<file path="src/rtl/uart_txrx.sv">
// rtl/uart_txrx.sv - 8N1 UART, independent TX and RX paths; define UART_RX_FRAME_CHECK_EN for o_RX_Frame_Err
`timescale 1ns/1ps
module uart_txrx #(
   parameter int FPGA_clk_freq = 50000000,
   parameter int baudrate      = 115200
) (
   input  logic       clk,
   input  logic       rst,
   input  logic       i_TX_DV,
   input  logic [7:0] i_TX_Byte,
   output logic       o_TX_Active,
   output logic       o_TX_Serial,
   output logic       o_TX_Done,
   input  logic       i_RX_Serial,
   output logic       o_RX_DV,
   output logic [7:0] o_RX_Byte
`ifdef UART_RX_FRAME_CHECK_EN
   ,
   output logic       o_RX_Frame_Err
`endif
);

   localparam int CLKS_PER_BIT = FPGA_clk_freq / baudrate;
   localparam int CW           = $clog2(CLKS_PER_BIT) + 1;
   localparam logic [CW-1:0] LAST = CW'(CLKS_PER_BIT - 1);
   localparam logic [CW-1:0] HALF = CW'((CLKS_PER_BIT - 1) / 2);

   typedef enum logic [2:0] {
      S_IDLE,
      S_START,
      S_DATA,
      S_STOP,
      S_CLEANUP
   } state_t;

   // ---------------- transmit path ----------------
   state_t          tx_state, tx_next;
   logic [CW-1:0]   tx_cnt;
   logic [2:0]      tx_idx;
   logic [7:0]      tx_data;
   logic            tx_bit_end;

   assign tx_bit_end = (tx_cnt == LAST);

   // TX state register
   always_ff @(posedge clk or negedge rst) begin
      if (!rst) tx_state <= S_IDLE;
      else      tx_state <= tx_next;
   end

   // TX bit timer, bit index and byte latch
   always_ff @(posedge clk or negedge rst) begin
      if (!rst) begin
         tx_cnt  <= '0;
         tx_idx  <= '0;
         tx_data <= '0;
      end else begin
         case (tx_state)
            S_IDLE: begin
               tx_cnt <= '0;
               tx_idx <= '0;
               if (i_TX_DV) tx_data <= i_TX_Byte;
            end
            S_START, S_DATA, S_STOP: begin
               tx_cnt <= tx_bit_end ? '0 : tx_cnt + CW'(1);
               if (tx_state == S_DATA && tx_bit_end) tx_idx <= tx_idx + 3'd1;
            end
            default: begin
               tx_cnt <= '0;
               tx_idx <= '0;
            end
         endcase
      end
   end

   // TX next-state: a new request is only accepted in IDLE
   always_comb begin
      tx_next = tx_state;
      case (tx_state)
         S_IDLE:    if (i_TX_DV) tx_next = S_START;
         S_START:   if (tx_bit_end) tx_next = S_DATA;
         S_DATA:    if (tx_bit_end && tx_idx == 3'd7) tx_next = S_STOP;
         S_STOP:    if (tx_bit_end) tx_next = S_CLEANUP;
         S_CLEANUP: tx_next = S_IDLE;
         default:   tx_next = S_IDLE;
      endcase
   end

   // TX outputs decoded from state: line idles high, Done is the single CLEANUP cycle
   always_comb begin
      o_TX_Serial = 1'b1;
      o_TX_Active = 1'b0;
      o_TX_Done   = 1'b0;
      case (tx_state)
         S_START: begin
            o_TX_Serial = 1'b0;
            o_TX_Active = 1'b1;
         end
         S_DATA: begin
            o_TX_Serial = tx_data[tx_idx];
            o_TX_Active = 1'b1;
         end
         S_STOP:    o_TX_Active = 1'b1;
         S_CLEANUP: o_TX_Done   = 1'b1;
         default:   ;
      endcase
   end

   // ---------------- receive path ----------------
   state_t          rx_state, rx_next;
   logic [CW-1:0]   rx_cnt;
   logic [2:0]      rx_idx;
   logic [7:0]      rx_shift;
   logic [7:0]      rx_byte_q;
   logic            rx_dv_q;
   logic            rx_meta, rx_sync;
   logic            rx_bit_end;
   logic            rx_stop_end;
   logic            rx_stop_ok;

   assign rx_bit_end  = (rx_cnt == LAST);
   assign rx_stop_end = (rx_state == S_STOP) && rx_bit_end;

`ifdef UART_RX_FRAME_CHECK_EN
   logic rx_frame_err_q;

   assign rx_stop_ok     = rx_sync;
   assign o_RX_Frame_Err = rx_frame_err_q;

   // one-cycle error strobe when the mid-stop sample is low
   always_ff @(posedge clk or negedge rst) begin
      if (!rst) rx_frame_err_q <= 1'b0;
      else      rx_frame_err_q <= rx_stop_end && !rx_sync;
   end
`else
   assign rx_stop_ok = 1'b1;
`endif

   // two-flop synchroniser, reset to the idle-high line level
   always_ff @(posedge clk or negedge rst) begin
      if (!rst) begin
         rx_meta <= 1'b1;
         rx_sync <= 1'b1;
      end else begin
         rx_meta <= i_RX_Serial;
         rx_sync <= rx_meta;
      end
   end

   // RX state register
   always_ff @(posedge clk or negedge rst) begin
      if (!rst) rx_state <= S_IDLE;
      else      rx_state <= rx_next;
   end

   // RX bit timer, mid-bit sampling and result registers
   always_ff @(posedge clk or negedge rst) begin
      if (!rst) begin
         rx_cnt    <= '0;
         rx_idx    <= '0;
         rx_shift  <= '0;
         rx_byte_q <= '0;
         rx_dv_q   <= 1'b0;
      end else begin
         rx_dv_q <= rx_stop_end && rx_stop_ok;
         case (rx_state)
            S_START: rx_cnt <= (rx_cnt == HALF) ? '0 : rx_cnt + CW'(1);
            S_DATA: begin
               if (rx_bit_end) begin
                  rx_cnt           <= '0;
                  rx_shift[rx_idx] <= rx_sync;
                  rx_idx           <= rx_idx + 3'd1;
               end else begin
                  rx_cnt <= rx_cnt + CW'(1);
               end
            end
            S_STOP: begin
               rx_cnt <= rx_bit_end ? '0 : rx_cnt + CW'(1);
               if (rx_bit_end && rx_stop_ok) rx_byte_q <= rx_shift;
            end
            default: begin
               rx_cnt <= '0;
               rx_idx <= '0;
            end
         endcase
      end
   end

   // RX next-state: start bit must still be low at its midpoint
   always_comb begin
      rx_next = rx_state;
      case (rx_state)
         S_IDLE:    if (!rx_sync) rx_next = S_START;
         S_START:   if (rx_cnt == HALF) rx_next = rx_sync ? S_IDLE : S_DATA;
         S_DATA:    if (rx_bit_end && rx_idx == 3'd7) rx_next = S_STOP;
         S_STOP:    if (rx_bit_end) rx_next = S_CLEANUP;
         S_CLEANUP: rx_next = S_IDLE;
         default:   rx_next = S_IDLE;
      endcase
   end

   // RX outputs come straight from registers so they are glitch-free
   always_comb begin
      o_RX_DV   = rx_dv_q;
      o_RX_Byte = rx_byte_q;
   end

endmodule

</file>
<file path="config.mk">
export PLATFORM = sky130hd
export DESIGN_NAME = uart_txrx
export DESIGN_NICKNAME = d
export VERILOG_FILES = /design/src/rtl/uart_txrx.sv
export SDC_FILE = /design/constraint.sdc
export NUM_CORES = 1
export LEC_CHECK = 0
export BUFFER_PORTS_ARGS = -buffer_cell sky130_fd_sc_hd__buf_2
export CORE_MARGIN = 1.5
export CORE_UTILIZATION = 59
export DETAILED_ROUTE_END_ITERATION = 6
export GPL_ROUTABILITY_DRIVEN = 0
export PLACE_DENSITY = 0.79
export SLEW_MARGIN = 20
export SYNTH_ARGS = -nofsm -noshare
export SYNTH_HDL_FRONTEND = slang
export SYNTH_SLANG_ARGS = --single-unit
</file>
<file path="constraint.sdc">
create_clock -name clk -period 2.6 [get_ports clk]
set_input_delay 0.39 -clock clk [delete_from_list [all_inputs] [get_ports clk]]
set_output_delay 0.39 -clock clk [all_outputs]
set_load 0.03 [all_outputs]
</file>
### Yosys cells after proc, flatten, opt, wreduce, memory -nomap -nowiden

Index checks and enable logic that the tools add are counted.
W data, S select, Z words.

| storage, ports and cells | value |
|---|---|
| output and inout port bits | 12 |
| register bits after elaboration | 59 |

| operators by class | value |
|---|---|
| eq/ne operators | 22 |
| reductions and logical operators | 16 |
| $add $sub $neg | 4 |
| order comparisons | 3 |
| multiplexer cells | 28 |
| bitwise gates (word level) | 1 |

Operator list:

| cell | number |
|---|---|
| $mux W10 | 4 |
| $mux W3 | 11 |
| $pmux W3 S4 | 2 |
| $add A10 B1 Y10 const B | 2 |
| $eq A10 B9 Y1 const B | 2 |
| $pmux W10 S2 | 1 |
| $ne A2 B2 Y1 const B | 8 |
| $eq A3 B2 Y1 const B | 4 |
| $eq A10 B8 Y1 const B | 1 |
| $eq A3 B3 Y1 const B | 3 |
| $bwmux W8 | 1 |
| $lt A3 B4 Y1 const B | 2 |
| $reduce_and A2 Y1 | 4 |
| $reduce_and A4 Y1 | 2 |
| $add A3 B1 Y3 const B | 2 |
| $eq A3 B1 Y1 const B | 2 |
| $logic_not A3 Y1 | 2 |
| $pmux W3 S2 | 1 |
| $logic_and A1 B1 Y1 | 5 |
| $mux W1 | 4 |
| $ne A2 B1 Y1 const B | 2 |
| $reduce_or A2 Y1 | 2 |
| $bmux W1 S3 | 1 |
| $demux W1 S3 | 1 |
| other kinds (5) | 5 |

### Longest topological paths before layout

| depth | value |
|---|---|
| depth in word-level cells | 5 |
| depth in mapped cells | 7 |
| depth with buffers taken out | 6 |

### Least setup slack after synthesis

Ideal clock, no wire load.

| timing | value |
|---|---|
| path type | register to output |
| from | reg tx_idx[0] |
| to | out o_TX_Serial |
| stages on the path, launching flop included | 5 |
| path slack | 0.590 ns |
| path buffers | 0 |
| arrival | 1.620 ns |
| path through | dfrtp_1 -> mux4_2 -> nor2b_1 -> a2111oi_0 -> a21oi_1 |

| on the way | value |
|---|---|
| word-level cells in the longest chain between the ends | 3 |

Ends and longest elaborated chain:

| what | line | text |
|---|---|---|
| start, declared | 39 | `logic [2:0] tx_idx;` |
| start signal, assigned | 66 | `if (tx_state == S_DATA && tx_bit_end) tx_idx <= tx_idx + 3'd1;` |
| $bmux W1 S3 | 100 | `o_TX_Serial = tx_data[tx_idx];` |
| $mux W1 (not written as such) | 100 |  |
| $pmux W1 S2 | 94 | `case (tx_state)` |
| end, declared | 12 | `output logic o_TX_Serial,` |

Every way passes these cells. The select of a mux whose other input is x is not followed.

### Final worst setup path

Same ends and word-level chain as after synthesis.

==> flow_metrics.tcl <==
set metrics [dict create \
    period_share 0.9525 \
    grt.overflow.total 0 \
    rows 25 \
    top_usage_layer "met2" \
    avgSynthCellArea_um2 10.99 \
    clk_pin_slew_ns 0.07 \
    grt_pass1_wl_um 8569 \
    fin_ws_ns 0.1234 \
    synth_top_area_share 0.5029 \
    rsz0062_at_grt "false" \
    fin_setup_tns_ns 0 \
    antenna_left 0 \
    nets 309 \
    port-buffer-count 23 \
    clkPwrFrac 0.430 \
    power_density_nw_per_um2 532.6 \
    routed_via_density 5.844 \
    io_pins 24 \
    worstSetupPathType "register to primary output" \
    cp-start-kind "register" \
    peakVddDrop_mv 0.3890 \
    place_hpwl_um 3510 \
    r2r_slack_ns 0.42 \
    met3_usage 0.04583 \
    die_height_um 72.34 \
    synthesis.area_um2 2836 \
    tritoncts "yes" \
    status "finished clean" \
    wl_per_cell_um 14.97 \
    grt_pass1_vias 1889 \
    internal-power_mw 1.340 \
    crit_required_ns 2.21 \
    area_growth_pct 12.92 \
    start_util 0.6086 \
    min_path_type "input port to register" \
    cts_num_sinks 59 \
    ys_ff_latch 59 \
    combPwrFrac 0.023 \
    core_um2 4661 \
    maxSlewViolCount 0 \
    path_max_fanout 6 \
    cts_buffer_depth 2 \
    finalSetupViolCount 0 \
    fp.dieW_um 72.34 \
    drv_cap 0 \
    htreeDepth 3 \
    cts_root_buf "clkbuf_8" \
    synth-edff-count 0 \
    swShare 0.2146 \
    drcViolationCount 0 \
    synth.distinct_cells 41 \
    period_needed_ns 2.477 \
    p_leak_nw 1.473 \
    dp_worst_setup_slack_ns 0.4476 \
    ys_top_cells_by_area "dfrtp_1 50%, mux2_2 9.5%, nor2_1 4.5%" \
    tightest_slew_ns 0.5198 \
    synth_cells 258 \
    synth_nets 279 \
    synthFlopType "dfrtp_1" \
    fmax_mhz 403.8 \
    drive_gt1_frac 0.2491 \
    synth_most_common_cell "dfrtp_1" \
    cp.arrival_ns 2.09 \
    synth_warnings 0 \
    cp-end-kind "primary output" \
    numCtsBuffers 9 \
    antenna_found_initial 0 \
    clock_latency_ns 0.33 \
    vias 2028 \
    postCtsSetupBuffers 0 \
    grt_max_degree 22 \
    ys_seq_area_frac 0.5214 \
    synthArstFlopShare 1.000 \
    hold_viol 0 \
    seqPwrFrac 0.547 \
    detail_route.iter0.violations 142 \
    use_met1 0.2989 \
    synth_top_area_cell "dfrtp_1" \
    relSlewSlack 0.6535 \
    p_switching_uw 366.2 \
    clock_skew_ns 0.005385 \
    grt.met2_usage 0.3292 \
    die-area_um2 5232 \
    antennaDiodeCount 0 \
    synth_common_cells "57 x dfrtp_1, 34 x nor2_1, 24 x mux2_2" \
    grt.total_usage 0.2190 \
    first_pass_iters 4 \
    wl_um 5194 \
]
power groups by stage:
stage	combinational, mW	sequential, mW	clock [mW]
global route	0.0454	0.934	0.783
finish	0.0392	0.934	0.733
floorplan	0.0108	0.946	0
CTS	0.0410	0.934	0.749
detailed placement	0.0392	0.950	0
global placement	0.0374	0.950	0
cells in the final DEF, fill, tap and decap left out, types with 5 or more instances in the layout:
cell,count
nand3_1,14
a31oi_1,7
nor2_1,34
xnor2_1,11
and3_1,5
buf_2,23
nand2_1,18
buf_4,5
nor3_1,6
ha_1,9
clkbuf_8,11
dfrtp_1,56
inv_1,9
nand2b_1,5
mux2_2,24
xor2_1,5
cells by family after synthesis:
| group | after synthesis | synth area share |
|---|---|---|
| buffers and inverters | 19 | 0.02558 |
| AOI/OAI and AO/OA | 18 | 0.04588 |
| xor gates and xnor gates | 16 | 0.04940 |
| DFF | 59 | 0.5214 |
| muxes | 26 | 0.1112 |
| adders and majority gates | 9 | 0.03970 |
| and+or+nand+nor | 111 | 0.2069 |
path summary, 6_finish.rpt:
kind	startpoint	to	cells past startpoint
worst max-delay path	tx_idx[0]$_DFFE_PN0P_	o_TX_Serial	5
worst min-delay path	i_RX_Serial	rx_meta$_DFF_PN1_	1
worst max register to register	rx_cnt[1]$_DFF_PN0_	o_RX_Byte[5]$_DFFE_PN0P_	6
worst min register to register	rx_meta$_DFF_PN1_	rx_sync$_DFF_PN1_	0
max in group asynchronous	rst	rx_sync$_DFF_PN1_	3
min in group asynchronous	rst	rx_idx[2]$_DFFE_PN0P_	2
state kept, by name (all words and copies together), names as in the netlist:
| register | flops |
|---|---|
| rx_meta | 1 |
| tx_idx | 3 |
| tx_data | 8 |
| rx_shift | 8 |
| tx_cnt | 10 |
| o_RX_DV | 1 |
| tx_state | 3 |
| rx_idx | 3 |
| rx_cnt | 10 |
| rx_sync | 1 |
| o_RX_Byte | 8 |
| rx_state | 3 |
worst max-delay path, cell delays in order (launching register included):
cell and delay (ns):
dfrtp_2 0.43, mux4_2 0.50, nor2b_1 0.15, a2111oi_1 0.41, a21oi_1 0.07, buf_2 0.20
routing by layer:
metal | part of all wire | vias up
li1 | - | 974
met1 | 0.47 | 995
met2 | 0.47 | 50
met3 | 0.041 | 9
met4 | 0.016 | 0
met5 | 0 | -
cell type report:
| class | count | area, um2 |
|---|---|---|
| clock buffers | 14 | 162.7 |
| multi-input cells | 180 | 1286 |
| clock inverters | 2 | 10.01 |
| well taps | 54 | 67.56 |
| inverters | 9 | 33.78 |
| flip-flops and latches | 59 | 1480 |
| repair buffers | 29 | 162.7 |
| fillers | 353 | 1458 |
through the flow:
stage	utilization	area, um2	hold slack, ns	power, mW	std cells
CTS	0.6870	3202	0.1455	1.723	347
global route	0.6872	3203	0.1572	1.763	347
finish	0.6872	3203	0.1629	1.706	347
global placement	0.6475	3018	0.3473	0.9874	330
detailed placement	0.6475	3018	0.3468	0.9893	330
floorplan	-	2836	0.09441	0.9573	258
what timing repair did:
action,4_1_cts,5_1_grt
endpoints found under the setup margin,1,1
gates cloned,0,0
hold buffers,1,0
gates resized for setup,1,1
endpoints found under the hold margin,8,0
No activity file was read; power rests on OpenSTA's default activity.
